$ cat config.mk
export PLATFORM = sky130hd
export DESIGN_NAME = rv_bus_arbiter
export DESIGN_NICKNAME = d
export VERILOG_FILES = /design/src/rtl/rv_bus_arbiter.sv
export SDC_FILE = /design/constraint.sdc
export NUM_CORES = 1
export LEC_CHECK = 0
export ABC_CLOCK_PERIOD_IN_PS = 1600
export BUFFER_PORTS_ARGS = -buffer_cell sky130_fd_sc_hd__buf_4
export CAP_MARGIN = 40
export CORE_UTILIZATION = 32
export CTS_CLUSTER_SIZE = 8
export DETAILED_ROUTE_END_ITERATION = 8
export MAX_ROUTING_LAYER = met4
export PLACE_DENSITY_LB_ADDON = 0.05
export REMOVE_ABC_BUFFERS = 1
export SKIP_CTS_REPAIR_TIMING = 1
export SLEW_MARGIN = 20
export SYNTH_ARGS = -nofsm -noshare
export SYNTH_HDL_FRONTEND = slang
export SYNTH_SLANG_ARGS = --single-unit
$ cat constraint.sdc
create_clock -name i_clk -period 1.6 [get_ports i_clk]
set_input_delay 0.16 -clock i_clk [delete_from_list [all_inputs] [get_ports i_clk]]
set_output_delay 0.16 -clock i_clk [all_outputs]
set_load 0.02 [all_outputs]
$ cat src/rtl/rv_bus_arbiter.sv
// rv_bus_arbiter: shares one memory port between instruction fetch and the LSU, one transaction in flight.
// Define ARBITER_ROUND_ROBIN_EN for round-robin on simultaneous requests; otherwise the LSU has fixed priority.
module rv_bus_arbiter #(
  parameter logic [31:0] RESET_ADDR = 32'h0000_0000
) (
  input  logic        i_clk,
  input  logic        i_reset_n,
  input  logic [31:0] i_fetch_addr,
  input  logic        i_fetch_cyc,
  input  logic        i_fetch_abort,
  output logic        o_fetch_ack,
  output logic [31:0] o_fetch_data,
  input  logic [31:0] i_data_addr,
  input  logic        i_data_cyc,
  input  logic        i_data_we,
  input  logic [3:0]  i_data_sel,
  input  logic [31:0] i_data_wdata,
  output logic        o_data_ack,
  output logic [31:0] o_data_rdata,
  output logic [31:0] o_mem_addr,
  output logic        o_mem_cyc,
  output logic        o_mem_we,
  output logic [3:0]  o_mem_sel,
  output logic [31:0] o_mem_wdata,
  input  logic        i_mem_ack,
  input  logic [31:0] i_mem_rdata
);

  typedef enum logic [1:0] {
    IDLE,
    FETCH,
    DATA,
    FLUSH
  } state_t;

  state_t state_q, state_d;
  logic   arb_en;
  logic   grant_fetch;
  logic   grant_data;
  logic   prefer_fetch;

`ifdef ARBITER_ROUND_ROBIN_EN
  // Set while the LSU holds the most recent grant; reset value lets fetch win first.
  logic last_data_q;

  always_ff @(posedge i_clk or negedge i_reset_n) begin
    if (!i_reset_n) begin
      last_data_q <= 1'b1;
    end else if (grant_fetch) begin
      last_data_q <= 1'b0;
    end else if (grant_data) begin
      last_data_q <= 1'b1;
    end
  end

  assign prefer_fetch = last_data_q;
`else
  assign prefer_fetch = 1'b0;
`endif

  always_ff @(posedge i_clk or negedge i_reset_n) begin
    if (!i_reset_n) begin
      state_q <= IDLE;
    end else begin
      state_q <= state_d;
    end
  end

  // Arbitration runs in IDLE and on any ack cycle, so grants chain without a bubble.
  always_comb begin
    state_d = state_q;
    arb_en  = 1'b0;
    case (state_q)
      IDLE:  arb_en = 1'b1;
      FETCH: begin
        if (i_mem_ack) begin
          arb_en = 1'b1;
        end else if (i_fetch_abort) begin
          state_d = FLUSH;
        end
      end
      DATA:    arb_en = i_mem_ack;
      FLUSH:   arb_en = i_mem_ack;
      default: arb_en = 1'b0;
    endcase
    grant_fetch = arb_en && i_fetch_cyc && (!i_data_cyc || prefer_fetch);
    grant_data  = arb_en && i_data_cyc && !grant_fetch;
    if (arb_en) begin
      if (grant_fetch) begin
        state_d = FETCH;
      end else if (grant_data) begin
        state_d = DATA;
      end else begin
        state_d = IDLE;
      end
    end
  end

  always_ff @(posedge i_clk or negedge i_reset_n) begin
    if (!i_reset_n) begin
      o_mem_cyc   <= 1'b0;
      o_mem_addr  <= RESET_ADDR;
      o_mem_we    <= 1'b0;
      o_mem_sel   <= '0;
      o_mem_wdata <= '0;
    end else if (grant_fetch) begin
      o_mem_cyc  <= 1'b1;
      o_mem_addr <= i_fetch_addr;
      o_mem_we   <= 1'b0;
      o_mem_sel  <= '1;
    end else if (grant_data) begin
      o_mem_cyc   <= 1'b1;
      o_mem_addr  <= i_data_addr;
      o_mem_we    <= i_data_we;
      o_mem_sel   <= i_data_sel;
      o_mem_wdata <= i_data_wdata;
    end else if (arb_en) begin
      o_mem_cyc <= 1'b0;
    end
  end

  // FLUSH is never FETCH, so the ack of a cancelled fetch cannot leak to the fetch stage.
  assign o_fetch_ack  = i_mem_ack && (state_q == FETCH) && !i_fetch_abort;
  assign o_data_ack   = i_mem_ack && (state_q == DATA);
  assign o_fetch_data = i_mem_rdata;
  assign o_data_rdata = i_mem_rdata;

endmodule

Word-level counts from Yosys, hierarchy flattened
Index checks and enable logic that the tools add are counted.
- bits in registers: 72
- input bits: 139
- output and inout port bits: 136
- logic and storage cells: 46
- equality and inequality tests: 4
- mux-type cells: 17
- bitwise operators: 1
- reductions and logical operators: 18
- operators with widths (cell ; count):
    2-to-1 mux 32 bit ; 2
    2-to-1 mux 2 bit ; 6
    2-to-1 mux 4 bit ; 2
    logical AND 1 bit ; 7
    2-to-1 mux 1 bit ; 6
    nonzero test 2 bit ; 3
    == test 2 bit (second input constant) ; 2
    zero test 1 bit ; 3
    one-hot mux 1 bit (3 select lines) ; 1
    AND reduction 3 bit ; 1
    nonzero test 3 bit ; 1
    == test 2 x 1 -> 1 bit (second input constant) ; 1
    zero test 2 bit ; 1
    != test 2 x 1 -> 1 bit (second input constant) ; 1
    AND reduction 2 bit ; 1
    OR reduction 2 bit ; 1
    inverter 1 bit ; 1

Depth between registers and ports, before layout
Gate-level depths: netlist of the first run.
- depth after elaboration: 10
- depth in mapped cells: 6
- mapped depth without buffers: 3

Worst setup path after synthesis of the first run
OpenSTA, ideal clock, no wires.
- kind: flip-flop to output port
- from: register state_q[0]
- to: output port o_fetch_ack
- arrival time: 1.266 ns
- data required time: 1.440 ns
- setup slack: 0.174 ns
- stages on the path, launching flop included: 3
- path buffers: 0
- cells stage by stage: dfrtp_1 -> inv_1 -> nor4b_1
- word-level cells in the longest chain between the ends: 3
- ends and longest elaborated chain (element ; RTL line ; RTL):
    start: declaration ; 36 ; state_t state_q, state_d;
    start signal: assignment ; 65 ; state_q <= state_d;
    == test 2 x 1 -> 1 bit ; 123 ; assign o_fetch_ack = i_mem_ack && (state_q == FETCH) && !i_fetch_abort;
    logical AND 1 bit (2 in series) ; 123 ;
    end: declaration ; 11 ; output logic o_fetch_ack,
No other way between the ends.

Worst setup path after layout of the first run
Same ends and word-level chain as after synthesis.

==> run_results.csv, run 1 <==
group,metric,value,unit
clock_network,clock_sinks,72,
setup_path,end_kind,"output port",
floorplan,die_x,107.7,µm
cells_and_area,diodes,0,
global_routing,grt_pass1_vias,2934,
setup_path,crit_family,"flip-flops",
timing,setup_viol,0,
drt,vias_per_cell,4.995,
clock_network,cts_root_buf,"clkbuf_8",
placement,place_hpwl,8426,µm
clock_network,cts_max_level,3,
clock_network,worstSkewPairLatency,0.33,ns
clock_network,cts_tree,"done",
synthesis,yosysSeqAreaShare,50.42,%
timing,rsz0062_at_grt,"false",
pwr,leakage,2.357,nW
setup_path,path_cells,"inv_1 -> nor4b_2 -> buf_4",
cells_and_area,fin_area,4910,µm²
setup_path,path_buf_inv,2,
timing,worst_slew_pin_slew,0.4192,ns
timing,finalHoldWorstSlack,0.02787,ns
synthesis,ys_ff_latch,72,
setup_path,worstPathMaxFanout,5,
drt,ant_nets,0,
synthesis,async_flop_share,100.0,%
floorplan,die-area,11590,µm²
worst_hold_path,hold_path.class,"in -> reg",
setup_path,worstSetupPathType,"reg -> out",
placement,routabilityCongestion,0.7505,
timing,hold_viol,0,
synthesis,syn_inst,345,
timing,fmax,670.7,MHz
synthesis,synthFlopType,"dfrtp_1",
floorplan,ios,275,
global_routing,grt_max_degree,68,
floorplan,design.core.area,10840,µm²
synthesis,synth.area.top_cells,"dfrtp_1 (50%), nand3_1 (14%), buf_4 (13%), mux2_1 (8.2%), o21ai_0 (4.8%)",
pwr,p_per_area,1143,nW/µm²
cells_and_area,layoutNonFillerInstCount,605,
setup_path,ff2ff_setup_slack,0.17,ns
synthesis,synth_top_area_cell,"dfrtp_1",
timing,finClkSkew,0.006202,ns
setup_path,r2r_cells,4,
drt,drc,0,
synthesis,yosysTopAreaCellShare,50.42,%
clock_network,cts_buffers,9,
cells_and_area,area_growth,37.39,%
global_routing,grt_pass1_wl,17050,µm
timing,maxSlewHeadroom,72.05,%
drt,via_count,3022,
setup_path,crit_required,1.44,ns
timing,period_share,93.19,%
drt,routed_wl,11500,µm
job,cap_violations,0,
setup_path,r2r-end,"o_mem_wdata[16]",
setup_path,worstReg2RegStart,"state_q[1]",
placement,placed_cells,587,
cells_and_area,drive_gt1_share,46.88,%
placement,portBuffers,178,
floorplan,rows,38,
synthesis,synth_enable_flop_cells,0,
drt,routedWlPerCell,19.01,µm
synthesis,yosys-top-cells-count,"nand3_1 (97), dfrtp_1 (72), buf_4 (64), o21ai_0 (34), mux2_1 (26)",
synthesis,ys_types,22,
pwr,finalPower,0.005613,W
drt,drtIter0Drc,94,
synthesis,syn_area,3573,µm²
setup_path,cp.arrival,1.33,ns
synthesis,avgSynthCellArea,10.36,µm²
drt,first_pass_iters,4,
floorplan,initial_core_util,32.96,%
timing,fin_crit,1.491,ns
setup_path,start_kind,"flip-flop",
setup_path,crit_slowest_cell,"dfrtp_2",
placement,placed_cell_area,4638,µm²
run_status,outcome,"finished clean",
clock_network,cts_buffer_depth,2,
global_routing,grt-ovfl-total,0,
synthesis,yosysWarningCount,0,
worst_hold_path,holdPathStages,2,
timing,slew_violations,0,
setup_path,critPathMaxStageDelay,0.42,ns
worst_hold_path,hold_end,"o_mem_wdata[17]",
worst_hold_path,hold_path_startpoint,"i_data_wdata[17]",
clock_network,clk_pin_slew,0.08,ns
synthesis,yosysMostFrequentCell,"nand3_1",
cells_and_area,nets,599,
global_routing,grt_use_total,20.80,%
pwr,ir_worst_vdd,0.4030,mV
floorplan,dieHeight,107.7,µm
global_routing,antenna_found_initial,0,
## power breakdown
group | switching, W | total (W) | internal (W)
registers | 0.000156 | 0.00226 | 0.00211
logic | 0.000831 | 0.00159 | 0.000764
clock network | 0.000710 | 0.00176 | 0.00105
total | 0.00170 | 0.00561 | 0.00392
## worst register-to-register path: stages (launching register included)
cell and delay [ns]:
dfrtp_1 0.46, o21bai_4 0.20, nand2_4 0.14, buf_4 0.21
mux2_1 0.32
## final cells by class
type                    instances  area, µm²
clock buffers                  10      127.6
clock inverters                 6      116.4
fillers                      1082       5931
inverters                       2      7.507
multi-input cells             183       1171
flip-flops and latches         72       1803
well taps                     140      175.2
repair buffers                192       1509
## per-stage QoR
stage | TNS [ns] | setup WS, ns | util [%]
2_1_floorplan | -21.97 | -0.6166 | -
3_3_place_gp | 0 | 0.1758 | 42.79
3_5_place_dp | 0 | 0.1241 | 42.79
4_1_cts | -0.06342 | -0.06342 | 45.04
5_1_grt | 0 | 0.03278 | 45.29
6_report | 0 | 0.1089 | 45.29
## how the worst max path moves through the flow
stage	startpoint	to	slack [ns]	cells after the start
2_1_floorplan	state_q[0]	o_mem_wdata[10]	-0.62	3
3_3_place_gp	state_q[0]	o_mem_wdata[16]	0.18	4
3_5_place_dp	state_q[0]	o_mem_wdata[29]	0.12	4
4_1_cts	state_q[0]	o_fetch_ack	-0.06	3
5_1_grt	state_q[0]	o_fetch_ack	0.03	3
6_report	state_q[0]	o_fetch_ack	0.11	3
## cells in the final DEF (no fill, tap or decap), drive strengths merged
cell type    netlist  final
and3               1      1
mux2              32     32
o22ai              1      1
clkinv             0      2
o21bai             1      1
nor2b              2      2
o21ba              1      1
clkbuf            12     10
inv                2      3
nand2              3      3
o21ai             34     34
bufinv             0      3
a21oi              2      2
dlygate4sd3        0      2
dfrtp             72     72
nor2               3      3
nor4b              1      1
buf               76    190
o22a               4      4
nand2b             1      1
nand3             97     97
## flip-flops by register name, indices dropped and copies added, names as in the netlist
signal	cells
o_mem_addr	32
o_mem_cyc	1
o_mem_sel	4
o_mem_wdata	32
o_mem_we	1
state_q	2
## kinds of logic (layout without fill, tap and decap cells)
| logic type | Yosys count | after routing | synth area share, % |
|---|---|---|---|
| flip-flops | 72 | 72 | 50.42 |
| buffers and inverters | 90 | 210 | 17.12 |
| multiplexers | 32 | 32 | 10.08 |
| AO/OA/AOI/OAI | 43 | 43 | 7.003 |
| AND/OR/NAND/NOR | 108 | 108 | 15.37 |
## layer usage
layer	global-route usage, %	share of wire, %	vias to the layer above
li1	-	-	1374
met2	23.90	37	238
met5	-	0	-
met4	6.164	0.59	0
met3	15.98	19	5
met1	27.02	44	1405
(Power assumes the default switching activity.)
==> inputs of run 2 (changes only) <==
--- a/config.mk
+++ b/config.mk
@@ -5,10 +5,11 @@
 export SDC_FILE = /design/constraint.sdc
 export NUM_CORES = 1
 export LEC_CHECK = 0
+export ABC_AREA = 1
 export ABC_CLOCK_PERIOD_IN_PS = 1600
 export BUFFER_PORTS_ARGS = -buffer_cell sky130_fd_sc_hd__buf_4
 export CAP_MARGIN = 40
-export CORE_UTILIZATION = 32
+export CORE_UTILIZATION = 30
 export CTS_CLUSTER_SIZE = 8
 export DETAILED_ROUTE_END_ITERATION = 8
 export MAX_ROUTING_LAYER = met4
==> run 2 against run 1 <==
Net effect:
- the run now ends with DRC left
- combinational power about the same
- synthesized cell count rose by 23%
- first-iteration DRC count grew 110%
- register-to-register slack hardly changed
- critical path type unchanged
- critical endpoint unchanged
- largest power group unchanged
==> run_results.csv, run 2 <==
group,metric,value,unit
run_status,outcome,"complete, but fails checks",
run_status,violations,"DRC",
floorplan,die_x,112.2,µm
synthesis,ys_ff_latch,72,
setup_path,worstReg2RegStart,"state_q[0]",
global_routing,grt_max_degree,73,
global_routing,antenna_found_initial,0,
synthesis,async_flop_share,100.0,%
drt,routedWlPerCell,18.99,µm
clock_network,cts_buffer_depth,2,
clock_network,cts_tree,"done",
floorplan,ios,275,
drt,routed_wl,12880,µm
floorplan,design.core.area,11610,µm²
clock_network,clk_pin_slew,0.06,ns
synthesis,synth_enable_flop_cells,0,
cells_and_area,nets,670,
timing,hold_viol,0,
synthesis,yosysWarningCount,0,
synthesis,yosysSeqAreaShare,49.45,%
timing,slew_violations,0,
setup_path,worstPathMaxFanout,3,
setup_path,ff2ff_setup_slack,0.17,ns
drt,ant_nets,0,
timing,rsz0062_at_grt,"false",
placement,place_hpwl,9082,µm
cells_and_area,diodes,0,
drt,drc,14,
drt,first_pass_iters,6,
timing,fin_crit,1.487,ns
synthesis,synth_top_area_cell,"dfrtp_1",
synthesis,yosysMostFrequentCell,"nand2_1",
global_routing,grt_use_total,21.17,%
synthesis,ys_types,16,
global_routing,grt-ovfl-total,0,
placement,portBuffers,178,
drt,wl_met2,4836,µm
cells_and_area,final_common_cell,"buf_4",
clock_network,worstSkewPairLatency,0.33,ns
global_routing,grt_pass1_vias,3260,
job,cap_violations,0,
drt,wl_met3,2044,µm
synthesis,yosys-top-cells-count,"nand2_1 (107), nand3_1 (106), dfrtp_1 (72), buf_4 (70), nand4_1 (32)",
synthesis,synth.area.top_cells,"dfrtp_1 (49%), nand3_1 (15%), buf_4 (14%), nand2_1 (11%), nand4_1 (5.5%)",
cells_and_area,fin_area,4982,µm²
clock_network,cts_buffers,9,
floorplan,die-area,12590,µm²
setup_path,r2r_cells,5,
floorplan,dieHeight,112.2,µm
timing,setup_viol,0,
placement,routabilityCongestion,0.7366,
floorplan,initial_core_util,31.37,%
timing,period_share,92.94,%
floorplan,rows,39,
pwr,leakage,2.600,nW
synthesis,syn_area,3643,µm²
setup_path,end_kind,"output port",
clock_network,cts_max_level,3,
drt,vias_per_cell,4.957,
synthesis,syn_inst,425,
setup_path,worstSetupPathType,"reg -> out",
drt,wl_met1,5910,µm
synthesis,avgSynthCellArea,8.573,µm²
placement,placed_cell_area,4647,µm²
clock_network,clock_sinks,72,
timing,finClkSkew,0.004891,ns
cells_and_area,reg.largest.list,"o_mem_addr: 32 flops, o_mem_wdata: 32 flops, o_mem_sel: 4 flops",
setup_path,crit_required,1.44,ns
timing,worst_slew_pin_slew,0.5474,ns
pwr,ir_worst_vdd,0.5650,mV
setup_path,r2r-end,"o_mem_addr[13]",
timing,fmax,672.5,MHz
clock_network,cts_root_buf,"clkbuf_16",
setup_path,endpoint,"o_fetch_ack",
global_routing,grt_pass1_wl,19310,µm
worst_hold_path,hold_path.class,"in -> reg",
setup_path,cp.arrival,1.33,ns
cells_and_area,final_cell_mix,"buf_4 (186), nand2_1 (107), nand3_1 (106)",
setup_path,crit_path_start,"state_q[1]",
drt,drtIter0Drc,197,
drt,routed.top_layer,"met4",
drt,via_count,3361,
setup_path,start_kind,"flip-flop",
cells_and_area,drive_gt1_share,38.88,%
cells_and_area,area_growth,36.74,%
timing,setup_tns,0,ns
pwr,p_per_area,1201,nW/µm²
synthesis,synthFlopType,"dfrtp_1",
timing,maxSlewHeadroom,63.51,%
synthesis,yosysTopAreaCellShare,49.45,%
run 2: cell count changes after synthesis, sizes merged, moves of 2 or more:
cell   before  now
o22a        4    0
mux2       32    0
nand3      97  106
a21oi       2    0
nand4       0   32
nand2       3  108
nor2b       2    0
o21ai      34    4
buf        76   85
run 2: per-stage QoR:
stage                     setup WS, ns  cells  hold WS [ns]  total power, W  util (%)
after floorplan                 -2.045    329       -0.1356        0.002944         -
after global placement          0.1970    662        0.2177        0.003846     40.01
after detailed placement        0.1125    662        0.2145        0.003853     40.01
after CTS                      0.09214    677       -0.1401        0.006057     42.78
after global routing           0.03523    678       0.05833        0.006293     42.90
final                           0.1130    678       0.06045        0.005984     42.90
run 2: worst max-delay path, cell delays in order (launching register included):
cell and delay, ns:
dfrtp_1 0.42, or2_2 0.32, nor2_1 0.10, buf_4 0.15
run 2: how the worst min path moves through the flow:
stage	from	endpoint	slack, ns	cells past startpoint
floorplan	i_reset_n	o_mem_addr[0]	-0.14	0
global placement	i_reset_n	o_mem_wdata[25]	0.22	2
detailed placement	i_reset_n	o_mem_wdata[25]	0.21	2
CTS	i_reset_n	o_mem_wdata[25]	-0.14	2
global route	i_data_wdata[25]	o_mem_wdata[25]	0.06	3
finish	i_data_wdata[15]	o_mem_wdata[15]	0.06	3
run 2: per-layer routing:
| layer | track usage (%) | up-vias |
|---|---|---|
| li1 | - | 1573 |
| met1 | 28.34 | 1547 |
| met2 | 25.63 | 234 |
| met3 | 13.39 | 7 |
| met4 | 5.867 | 0 |
| met5 | - | - |
run 2: power breakdown:
group          internal, W  switching, W  total [W]
registers          0.00209      0.000157    0.00225
clock network      0.00144      0.000736    0.00217
logic             0.000685      0.000876    0.00156
run 2: cell families after synthesis:
family | after synthesis | synth area share, %
and+or+nand+nor | 249 | 31.63
buffers and inverters | 100 | 18.17
DFF | 72 | 49.45
AOI/OAI and AO/OA | 4 | 0.7556
run 2: cell type report:
| type | count | area [µm²] |
|---|---|---|
| Clock buffer | 12 | 256.5 |
| Timing Repair Buffer | 191 | 1478 |
| Fill cell | 1188 | 6631 |
| Inverter | 4 | 15.01 |
| Tap cell | 143 | 178.9 |
| Sequential cell | 72 | 1802 |
| Multi-Input combinational cell | 253 | 1187 |
| Clock inverter | 3 | 65.06 |
==> inputs of run 3 (changes only) <==
--- a/config.mk
+++ b/config.mk
@@ -5,7 +5,6 @@
 export SDC_FILE = /design/constraint.sdc
 export NUM_CORES = 1
 export LEC_CHECK = 0
-export ABC_AREA = 1
 export ABC_CLOCK_PERIOD_IN_PS = 1600
 export BUFFER_PORTS_ARGS = -buffer_cell sky130_fd_sc_hd__buf_4
 export CAP_MARGIN = 40
==> run 3 against run 2 <==
Net effect:
- setup slack worse by 0.047 ns
- global-route usage down 0.42 points
- combinational power up 3%
- highest routed layer unchanged
- the flow still finishes with violations (DRC)
- non-clock buffer count up 3
- sequential power about the same
- sequential share of layout area up 0.25 points
- wire length down 4.3%
- via count down 8.6%
==> run_results.csv, run 3 (synthesis results as in run 1) <==
group,metric,value,unit
floorplan,die_x,111.1,µm
clock_network,cts_buffers,9,
pwr,p_clk_share,33.6,%
setup_path,path_depth,3,
floorplan,initial_core_util,31.03,%
global_routing,grt_pass1_wl,18670,µm
run_status,violations,"DRC",
drt,drc,30,
floorplan,design.core.area,11520,µm²
pwr,comb_power_share,27.6,%
global_routing,grt-ovfl-total,0,
setup_path,crit_family,"flip-flops",
global_routing,antenna_found_initial,0,
cells_and_area,multi_input_area,1165,µm²
floorplan,die-area,12350,µm²
pwr,p_sw,0.001730,W
floorplan,rows,39,
worst_hold_path,hold_path_startpoint,"i_data_wdata[6]",
timing,hold_viol,0,
cells_and_area,finish.utilization,42.99,%
cells_and_area,drive_gt1_share,47.00,%
clock_network,cts_buffer_depth,2,
clock_network,worstSkewPairLatency,0.32,ns
cells_and_area,layoutNonFillerInstCount,609,
setup_path,end_kind,"output port",
timing,setup_tns,0,ns
drt,ant_nets,0,
setup_path,start_kind,"flip-flop",
floorplan,ios,275,
pwr,p_int,0.004106,W
setup_path,crit_slowest_cell,"dfrtp_2",
setup_path,worstReg2RegStart,"state_q[0]",
run_status,outcome,"complete, but fails checks",
setup_path,crit_path_start,"state_q[0]",
cells_and_area,reg.largest.list,"o_mem_addr: 32 flops, o_mem_wdata: 32 flops, o_mem_sel: 4 flops",
setup_path,worstSetupPathType,"reg -> out",
cells_and_area,nets,601,
clock_network,clk_pin_slew,0.06,ns
cells_and_area,area_growth,38.55,%
timing,worst_slack,0.06639,ns
job,cap_violations,0,
timing,fmax,652.1,MHz
setup_path,crit_required,1.44,ns
timing,worst_slew_pin_slew,0.4080,ns
drt,via_count,3072,
setup_path,r2r_cells,4,
placement,placed_cells,593,
drt,routed_wl,12320,µm
floorplan,dieHeight,111.1,µm
placement,dpl_worst_slack,0.1587,ns
cells_and_area,fin_area,4951,µm²
pwr,swShare,29.65,%
setup_path,ff2ff_setup_slack,0.18,ns
setup_path,path_buf_inv,2,
pwr,p_seq_share,38.8,%
pwr,leakage,2.388,nW
setup_path,cp.arrival,1.37,ns
clock_network,clock_sinks,72,
worst_hold_path,hold_path.class,"in -> reg",
pwr,ir_worst_vdd,0.4112,mV
global_routing,grt_max_degree,40,
drt,routedWlPerCell,20.23,µm
clock_network,cts_max_level,3,
placement,portBuffers,178,
setup_path,worstPathMaxFanout,5,
drt,vias_per_cell,5.044,
pwr,p_per_area,1179,nW/µm²
timing,maxSlewHeadroom,72.77,%
worst_hold_path,holdPathStages,2,
cells_and_area,diodes,0,
timing,rsz0062_at_grt,"false",
timing,slew_violations,0,
global_routing,grt_use_total,20.75,%
global_routing,use_met1,27.31,%
setup_path,critPathMaxStageDelay,0.41,ns
global_routing,grt_use_met3,13.61,%
clock_network,cts_tree,"done",
cells_and_area,final_common_cell,"buf_4",
placement,routabilityCongestion,0.7286,
setup_path,path_cells,"inv_1 -> nor4b_1 -> buf_4",
timing,period_share,95.85,%
placement,placed_cell_area,4652,µm²
clock_network,cts_root_buf,"clkbuf_16",
timing,setup_viol,0,
global_routing,gr-usage-met2,25.03,%
global_routing,gr-max-usage-layer,"met1",
cells_and_area,ff_latch_area,1803,µm²
cells_and_area,fillers,1150,
cells_and_area,final_cell_mix,"buf_4 (189), nand3_1 (97), dfrtp_1 (71)",
placement,place_hpwl,9066,µm
global_routing,grt_pass1_vias,3135,
timing,fin_crit,1.534,ns
drt,first_pass_iters,6,
timing,finClkSkew,0.003519,ns
drt,drtIter0Drc,173,
==> run 3: changes by cell type in the layout (fill, tap and decap cells not counted), moves of 2 or more <==
cell      delta
o21ai_0     +32
nand3_1      -9
mux2_2       +6
mux2_1      +26
a21oi_1      +2
nand2_1    -105
o22a_1       +4
nand4_1     -32
clkinv_2     +2
buf_4        +3
==> run 3: layout make-up <==
cell class | instances | area share, %
well taps | 143 | 3.614
repair buffers | 194 | 30.48
inverters | 2 | 0.1516
clock buffers | 11 | 4.903
multi-input cells | 183 | 23.53
flip-flops and latches | 72 | 36.42
clock inverters | 4 | 0.9098
==> run 3: worst paths after layout <==
check | endpoint
setup reg to reg | o_mem_wdata[26]
min in group asynchronous | o_mem_wdata[6]
setup / recovery | o_fetch_ack
hold / removal | o_mem_wdata[6]
max in group asynchronous | state_q[0]
hold reg to reg | o_mem_wdata[29]
==> run 3: power by group through the flow <==
stage / Combinational (W) / Sequential, W / Clock, W
after floorplan: 0.000366 / 0.00263 / 0
after global placement: 0.00162 / 0.00229 / 0
after detailed placement: 0.00164 / 0.00229 / 0
after CTS: 0.00163 / 0.00227 / 0.00202
after global routing: 0.00173 / 0.00231 / 0.00212
final: 0.00161 / 0.00226 / 0.00196
==> run 3: routing by layer <==
layer | part of all wire (%) | wire length, µm | vias to the layer above
met4 | 1.2 | 153 | 0
met2 | 39 | 4764 | 229
met3 | 16 | 1953 | 12
met5 | 0 | 0 | -
li1 | - | - | 1373
met1 | 44 | 5450 | 1458
==> run 3: worst reg2reg max path: stages (launching register included) <==
cell and delay (ns):
dfrtp_2 0.44, o21bai_4 0.19, nand2_4 0.16, buf_12 0.20
mux2_1 0.31
==> run 3: metrics by stage <==
step           hold slack (ns)  total power (W)
2_1_floorplan          -0.1356         0.003000
3_3_place_gp           0.08317         0.003911
3_5_place_dp           0.08558         0.003927
4_1_cts                -0.2701         0.005920
5_1_grt                0.03531         0.006150
6_report               0.04455         0.005837
